==> config.mk <==
export PLATFORM = sky130hd
export DESIGN_NAME = usb2_ulpi_link
export DESIGN_NICKNAME = d
export VERILOG_FILES = /design/src/rtl/usb2_ulpi_pkg.sv /design/src/rtl/usb2_ulpi_link.sv
export SDC_FILE = /design/constraint.sdc
export NUM_CORES = 1
export LEC_CHECK = 0
export CAP_MARGIN = 20
export CORE_MARGIN = 3
export CORE_UTILIZATION = 30
export CTS_CLUSTER_DIAMETER = 80
export DETAILED_ROUTE_END_ITERATION = 12
export RECOVER_POWER = 50
export SYNTH_ARGS = -nofsm -noshare
export SYNTH_HDL_FRONTEND = slang
export SYNTH_SLANG_ARGS = --single-unit
==> constraint.sdc <==
create_clock -name phy_clk -period 3.3 [get_ports phy_clk]
set_clock_uncertainty 0.1 [all_clocks]
set_input_delay 0.66 -clock phy_clk [delete_from_list [all_inputs] [get_ports phy_clk]]
set_output_delay 0.66 -clock phy_clk [all_outputs]
set_load 0.05 [all_outputs]
==> src/rtl/usb2_ulpi_pkg.sv <==
// Shared ULPI link definitions: FSM encoding, RX CMD field positions, TX CMD
// prefixes and the Function Control register values used at power-up.
package usb2_ulpi_pkg;

  typedef enum logic [2:0] {
    ST_PWRUP,
    ST_INIT_CMD,
    ST_INIT_DATA,
    ST_INIT_STP,
    ST_IDLE,
    ST_RX,
    ST_TX,
    ST_TX_STP
  } ulpi_state_e;

  // RX CMD byte layout
  localparam int RXCMD_LS_LSB  = 0;
  localparam int RXCMD_ACT_BIT = 4;
  localparam int RXCMD_ERR_BIT = 5;

  localparam logic [7:0] TXCMD_TRANSMIT = 8'h40;
  localparam logic [7:0] TXCMD_REGWR    = 8'h80;

  localparam logic [5:0] FUNC_CTRL_ADDR = 6'h04;
  localparam logic [7:0] FUNC_CTRL_INIT = 8'h40;

  localparam int PWRUP_CYCLES = 8;

  function automatic logic [7:0] regwr_cmd(input logic [5:0] addr);
    return TXCMD_REGWR | {2'b00, addr};
  endfunction

endpackage

==> src/rtl/usb2_ulpi_link.sv <==
// ULPI link-side bus controller: RX CMD / data decode, packet transmit and
// optional Function Control write at power-up (USB2_ULPI_INIT_REGWR_EN).
module usb2_ulpi_link
  import usb2_ulpi_pkg::*;
(
  input  logic       phy_clk,
  input  logic       reset_n,
  input  logic       ulpi_dir,
  input  logic       ulpi_nxt,
  input  logic [7:0] ulpi_data_in,
  output logic [7:0] ulpi_data_out,
  output logic       ulpi_data_oe,
  output logic       ulpi_stp,
  output logic       in_act,
  output logic [7:0] in_byte,
  output logic       in_latch,
  output logic       out_cts,
  output logic       out_nxt,
  input  logic [7:0] out_byte,
  input  logic       out_latch,
  input  logic       out_stp,
  output logic [1:0] line_state,
  output logic       rx_err,
  output logic       tx_abort
);

  ulpi_state_e state, nstate;
  logic [2:0]  pwr_cnt;
  logic        dir_q;
  logic        latch_q;

  // Bus data is meaningless during the turnaround cycle in either direction.
  logic turn, rx_cmd, rx_dat, bus_free, latch_rise, pwr_done;
  assign turn       = ulpi_dir ^ dir_q;
  assign rx_cmd     = ulpi_dir & ~turn & ~ulpi_nxt;
  assign rx_dat     = ulpi_dir & ~turn & ulpi_nxt;
  assign bus_free   = ~ulpi_dir & ~dir_q;
  assign latch_rise = out_latch & ~latch_q;
  assign pwr_done   = ~ulpi_dir & (pwr_cnt == 3'(PWRUP_CYCLES - 1));

  logic       err_cmd;
  assign err_cmd = ulpi_data_in[RXCMD_ERR_BIT] & ulpi_data_in[RXCMD_ACT_BIT];

  always_ff @(posedge phy_clk or negedge reset_n) begin
    if (!reset_n) begin
      dir_q      <= 1'b0;
      latch_q    <= 1'b0;
      in_act     <= 1'b0;
      in_byte    <= 8'h00;
      in_latch   <= 1'b0;
      line_state <= 2'b00;
      rx_err     <= 1'b0;
    end else begin
      dir_q    <= ulpi_dir;
      latch_q  <= out_latch;
      in_latch <= 1'b0;
      if (rx_cmd) begin
        line_state <= ulpi_data_in[RXCMD_LS_LSB +: 2];
        in_act     <= ulpi_data_in[RXCMD_ACT_BIT];
        // sticky error, re-armed on each new RxActive rise
        if (err_cmd)
          rx_err <= 1'b1;
        else if (ulpi_data_in[RXCMD_ACT_BIT] && !in_act)
          rx_err <= 1'b0;
      end else if (rx_dat && in_act) begin
        in_byte  <= ulpi_data_in;
        in_latch <= 1'b1;
      end else if (dir_q && !ulpi_dir) begin
        in_act <= 1'b0;
      end
    end
  end

  always_ff @(posedge phy_clk or negedge reset_n) begin
    if (!reset_n) begin
      state   <= ST_PWRUP;
      pwr_cnt <= 3'd0;
    end else begin
      state <= nstate;
      if (state != ST_PWRUP || ulpi_dir || pwr_done)
        pwr_cnt <= 3'd0;
      else
        pwr_cnt <= pwr_cnt + 3'd1;
    end
  end

  always_comb begin
    nstate        = state;
    ulpi_data_out = 8'h00;
    ulpi_data_oe  = 1'b0;
    ulpi_stp      = 1'b0;
    out_cts       = 1'b0;
    out_nxt       = 1'b0;
    tx_abort      = 1'b0;
    case (state)
      ST_PWRUP: begin
`ifdef USB2_ULPI_INIT_REGWR_EN
        if (pwr_done) nstate = ST_INIT_CMD;
`else
        if (pwr_done) nstate = ST_IDLE;
`endif
      end
`ifdef USB2_ULPI_INIT_REGWR_EN
      // Wait out any PHY ownership here; the write restarts from the command.
      ST_INIT_CMD: begin
        if (bus_free) begin
          ulpi_data_oe  = 1'b1;
          ulpi_data_out = regwr_cmd(FUNC_CTRL_ADDR);
          if (ulpi_nxt) nstate = ST_INIT_DATA;
        end
      end
      ST_INIT_DATA: begin
        if (ulpi_dir) nstate = ST_INIT_CMD;
        else begin
          ulpi_data_oe  = 1'b1;
          ulpi_data_out = FUNC_CTRL_INIT;
          if (ulpi_nxt) nstate = ST_INIT_STP;
        end
      end
      ST_INIT_STP: begin
        if (ulpi_dir) nstate = ST_INIT_CMD;
        else begin
          ulpi_data_oe = 1'b1;
          ulpi_stp     = 1'b1;
          nstate       = ST_IDLE;
        end
      end
`endif
      ST_IDLE: begin
        out_cts = bus_free & ~in_act;
        if (ulpi_dir)
          nstate = ST_RX;
        else if (latch_rise && out_cts)
          nstate = ST_TX;
      end
      ST_RX: begin
        if (!ulpi_dir) nstate = ST_IDLE;
      end
      ST_TX: begin
        ulpi_data_out = out_byte;
        out_nxt       = ulpi_nxt;
        if (ulpi_dir) begin
          tx_abort = 1'b1;
          nstate   = ST_RX;
        end else begin
          ulpi_data_oe = 1'b1;
          if (out_stp) nstate = ST_TX_STP;
        end
      end
      ST_TX_STP: begin
        if (ulpi_dir) begin
          tx_abort = 1'b1;
          nstate   = ST_RX;
        end else begin
          ulpi_data_oe = 1'b1;
          ulpi_stp     = 1'b1;
          nstate       = ST_IDLE;
        end
      end
      default: nstate = ST_IDLE;
    endcase
  end

endmodule

# [After elaboration in Yosys (flattened, before gate mapping)]
# Cells that the tools add are included.
[totals] reg_bits=21 in_bits=22 elab_cells=77
[op_classes] addsub=1 eq_ne=10 muxes=24 bitwise=16 n_reduce_logical=17
[ops] operator="3-bit two-way mux" n=7
[ops] operator="3-bit == test, second input constant" n=5
[ops] operator="1-bit two-way mux" n=15
[ops] operator="3-bit one-hot mux with 5 select lines" n=1
[ops] operator="1-bit bitwise AND" n=8
[ops] operator="8-bit two-way mux" n=1
[ops] operator="1-bit inverter" n=7
[ops] operator="2-bit != test, second input constant" n=3
[ops] operator="3-bit != test, second input constant" n=2
[ops] operator="2-bit AND reduction" n=3
[ops] operator="1-bit logical AND" n=4
[ops] operator="4-bit AND reduction" n=1
[ops] operator="2-bit nonzero test" n=2
[ops] operator="3-bit by 1-bit adder with 3-bit output, second input constant" n=1
[ops] operator="3-bit logical NOT" n=1
[ops] operator="3-bit nonzero test" n=1
[ops] operator="1-bit logical NOT" n=2
[ops] operator="1-bit logical OR" n=2
[ops] operator="2-bit OR reduction" n=1
[ops] operator="1-bit bitwise XOR" n=1

# [Longest topological paths before layout]
# Gate-level depths: netlist (run 1).
[logic_depth] ltp_word=7 ltp_mapped=4 mapped_depth_nobuf=4

# [Worst setup path after synthesis (run 1)]
# OpenSTA, ideal clock, no wires.
[synth_timing] kind="input -> output" startpoint="input port ulpi_dir" endpoint="output port out_cts" arrival_time_ns=2.042 required_ns=2.540 path_slack_ns=0.498 cell_stages=4 path_buffers=1 path_cell_list="buf_4 -> inv_1 -> nand3_1 -> nor3_1"
[synth_via] elab_chain_cells=4
[synth_rtl] item="start, declared" line_no="usb2_ulpi_link.sv:8" rtl="input logic ulpi_dir,"
[synth_rtl] item="1-bit inverter" line_no="usb2_ulpi_link.sv:37" rtl="assign bus_free = ~ulpi_dir & ~dir_q;"
[synth_rtl] item="1-bit bitwise AND" line_no="usb2_ulpi_link.sv:37"
[synth_rtl] item="1-bit bitwise AND" line_no="usb2_ulpi_link.sv:130" rtl="out_cts = bus_free & ~in_act;"
[synth_rtl] item="1-bit two-way mux" line_no="usb2_ulpi_link.sv:95" rtl="case (state)"
[synth_rtl] item="end, declared" line_no="usb2_ulpi_link.sv:17" rtl="output logic out_cts,"
# Every way passes these cells.

# [Worst setup path after layout (run 1)]
[layout_timing] startpoint="register state[1]" endpoint="output port ulpi_data_out[2]"
[layout_via] elab_chain_cells=2
[layout_rtl] item="start, declared" line_no="usb2_ulpi_link.sv:27" rtl="ulpi_state_e state, nstate;"
[layout_rtl] item="start signal, assigned" line_no="usb2_ulpi_link.sv:79" rtl="state <= nstate;"
[layout_rtl] item="3-bit == test" line_no="usb2_ulpi_link.sv:95"
[layout_rtl] item="8-bit two-way mux" line_no="usb2_ulpi_link.sv:95"
[layout_rtl] item="end, declared" line_no="usb2_ulpi_link.sv:11" rtl="output logic [7:0] ulpi_data_out,"
# Every way passes these cells.

==> results of run 1 <==
-- kinds of logic after synthesis --
group	share of synthesized area
AND/OR/NAND/NOR	0.215
multiplexers	0.122
adder cells (fa/ha/maj)	0.0271
AO/OA/AOI/OAI	0.0474
buffers and inverters	0.0203
flip-flops	0.568
-- layout make-up --
| type | count | area share |
|---|---|---|
| Timing Repair Buffer | 48 | 0.336 |
| Clock inverter | 1 | 0.00345 |
| Sequential cell | 21 | 0.362 |
| Clock buffer | 3 | 0.0155 |
| Inverter | 3 | 0.00777 |
| Tap cell | 31 | 0.0267 |
| Multi-Input combinational cell | 47 | 0.248 |
-- sequential cells by signal, indices dropped and copies added, names as in the netlist --
signal / count
in_act: 1
rx_err: 1
in_byte: 8
latch_q: 1
state: 3
pwr_cnt: 3
dir_q: 1
line_state: 2
in_latch: 1
-- per-layer routing --
metal,vias to the layer above,track usage
li1,353,-
met3,2,0.0545
met1,351,0.143
met4,0,0.0364
met5,-,0
met2,35,0.185
-- report_power, final --
part / internal [mW] / switching, mW
sequential: 0.302 / 0.0230
combinational: 0.129 / 0.206
clock: 0.0452 / 0.0777
-- worst max-delay path: stages, from the launching register on --
cell and delay (ns):
dfrtp_1 0.43, nand2_1 0.10, nor2_1 0.32, and2_1 0.19, clkdlybuf4s50_1 0.80
-- path summary, 6_finish.rpt --
path / slack [ns] / from / to
hold / removal: 0.35 / pwr_cnt[0] / pwr_cnt[0]
hold reg to reg: 0.35 / pwr_cnt[0] / pwr_cnt[0]
setup / recovery: 0.40 / state[1] / ulpi_data_out[2]
setup reg to reg: 1.80 / in_act / in_byte[5]
min in group asynchronous: 0.83 / reset_n / state[1]
max in group asynchronous: 1.70 / reset_n / in_byte[5]
-- placed cells by master (no fill, tap or decap), types with 2 or more instances in the layout --
cell	netlist	routed
inv_1	3	3
nor3_1	1	2
clkbuf_4	0	3
mux2_2	10	10
and2_1	12	11
buf_12	0	2
ha_1	2	2
nor2_1	5	5
clkdlybuf4s50_1	0	38
buf_4	1	3
dlygate4sd3_1	0	4
nand3_1	2	2
dfrtp_1	21	21
-- through the flow --
stage,hold WS [ns],utilization
6_report,0.353,0.508
5_1_grt,0.385,0.508
4_1_cts,0.357,0.517
3_5_place_dp,0.340,0.507
3_3_place_gp,0.332,0.507
2_1_floorplan,0.264,-
==> results.toml, run 1 <==
[status]
status = "complete, no violations"

[floorplan]
die_x_um = 61.5
die_h_um = 61.5
coreArea_sq_mm = 0.00285
dieArea_sq_mm = 0.00378
start_util = 0.324
rows = 19
io_pins = 48

[sta]
fmaxAchievable_ghz = 0.345
worstMarginPinSlew_ns = 0.933
rsz0062_at_grt = "no"
slew_headroom = 0.376
timing.final.crit_share = 0.878
worst_slack_ns = 0.403
setup_tns_ns = 0
drv_slew = 0
hold_violations = 0
finalCriticalPeriod_ns = 2.90
setup_viol = 0

[route]
post-route-drc-count = 0
met1Wirelength_um = 875
detail_route.iter0.violations = 9
ant_nets = 0
top_layer_used = "met4"
wl_met3_um = 244
wl_per_cell_um = 13.6
vias = 741
via_per_inst = 4.81
routed_wl_um = 2090
first_pass_iters = 2
wl_met2_um = 960

[placement]
dpl.cell_count = 150
numPortBuffers = 47
dpl_cell_area_sq_mm = 0.00145
place_congestion = 0.733
pre_cts_ws_ns = 0.505

[synthesis]
async_reset_ff_frac = 1.00
synth.most_common_cell = "dfrtp_1"
ys_top_cells_by_count = "dfrtp_1, and2_1, mux2_2, nor2_1, inv_1"
synth_area_leaders = "dfrtp_1, mux2_2, and2_1, ha_1, nand4_4"
ys_seq_elements = 21
ys_seq_area_frac = 0.568
synth_top_cell_area_share = 0.568
netlist_area_sq_um = 925
yosysWarnings = 0
synth_fp_nets = 96
ys_types = 24
netlist_instances = 72
syn_area_per_cell_sq_um = 12.8
synth_top_cell_by_area = "dfrtp_1"
ys.flop_type = "dfrtp_1"
synth_edf_count = 0

[worst_setup_path]
setup.worst_path.end_class = "output port"
crit_type = "reg2out"
path_max_fanout = 9
crit_arrival_ns = 2.14
r2r_cells = 2
start_kind = "flip-flop"
worst_ep_required_time_ns = 2.54

[grt]
track_usage = 0.118
grt_start_max_net_pins = 22
grt_pass1_vias = 721
grt_overflow_total = 0
grt_pass1_wl_um = 3320
antenna_found_initial = 0

[power_and_ir_drop]
p_leak_nw = 0.637
vdd_drop_max_v = 0.000376
power.total_mw = 0.782
powerDensity_mw_per_mm2 = 540

[clocking]
clockBufferDepth = 2
cts_resized = 0
postCtsSetupBuffers = 0
cts_made_buffers = 3
cts_tree = "yes"
clock_insertion_delay_worst_skew_ns = 0.30
clock_tree.root_cell = "clkbuf_4"
cts.sinks = 21
cts.htree.levels = 1
clk_pin_slew_ns = 0.12
ctsHoldBuffers = 0

[worst_hold_path]
min_path_type = "reg2reg"
whs_path_depth = 1

[cells_and_area]
drive_gt1_frac = 0.179
multiInputGateArea_sq_um = 360
fin_cells = 154
fillers = 290
regArea_sq_um = 526
diodes = 0
areaGrowthSynthToFinish_pct = 56.8
fin_nets = 148
stdcell_area_sq_mm = 0.00145

[flow_run]
cap_viol_max_count = 0
No activity file was read; power rests on OpenSTA's default activity.
==> inputs of run 2 (changes only) <==
--- a/config.mk
+++ b/config.mk
@@ -5,6 +5,7 @@
 export SDC_FILE = /design/constraint.sdc
 export NUM_CORES = 1
 export LEC_CHECK = 0
+export ABC_CLOCK_PERIOD_IN_PS = 3300
 export CAP_MARGIN = 20
 export CORE_MARGIN = 3
 export CORE_UTILIZATION = 30
==> results of run 2 <==
The final DEF is identical to that of run 1; final timing and power are the same.
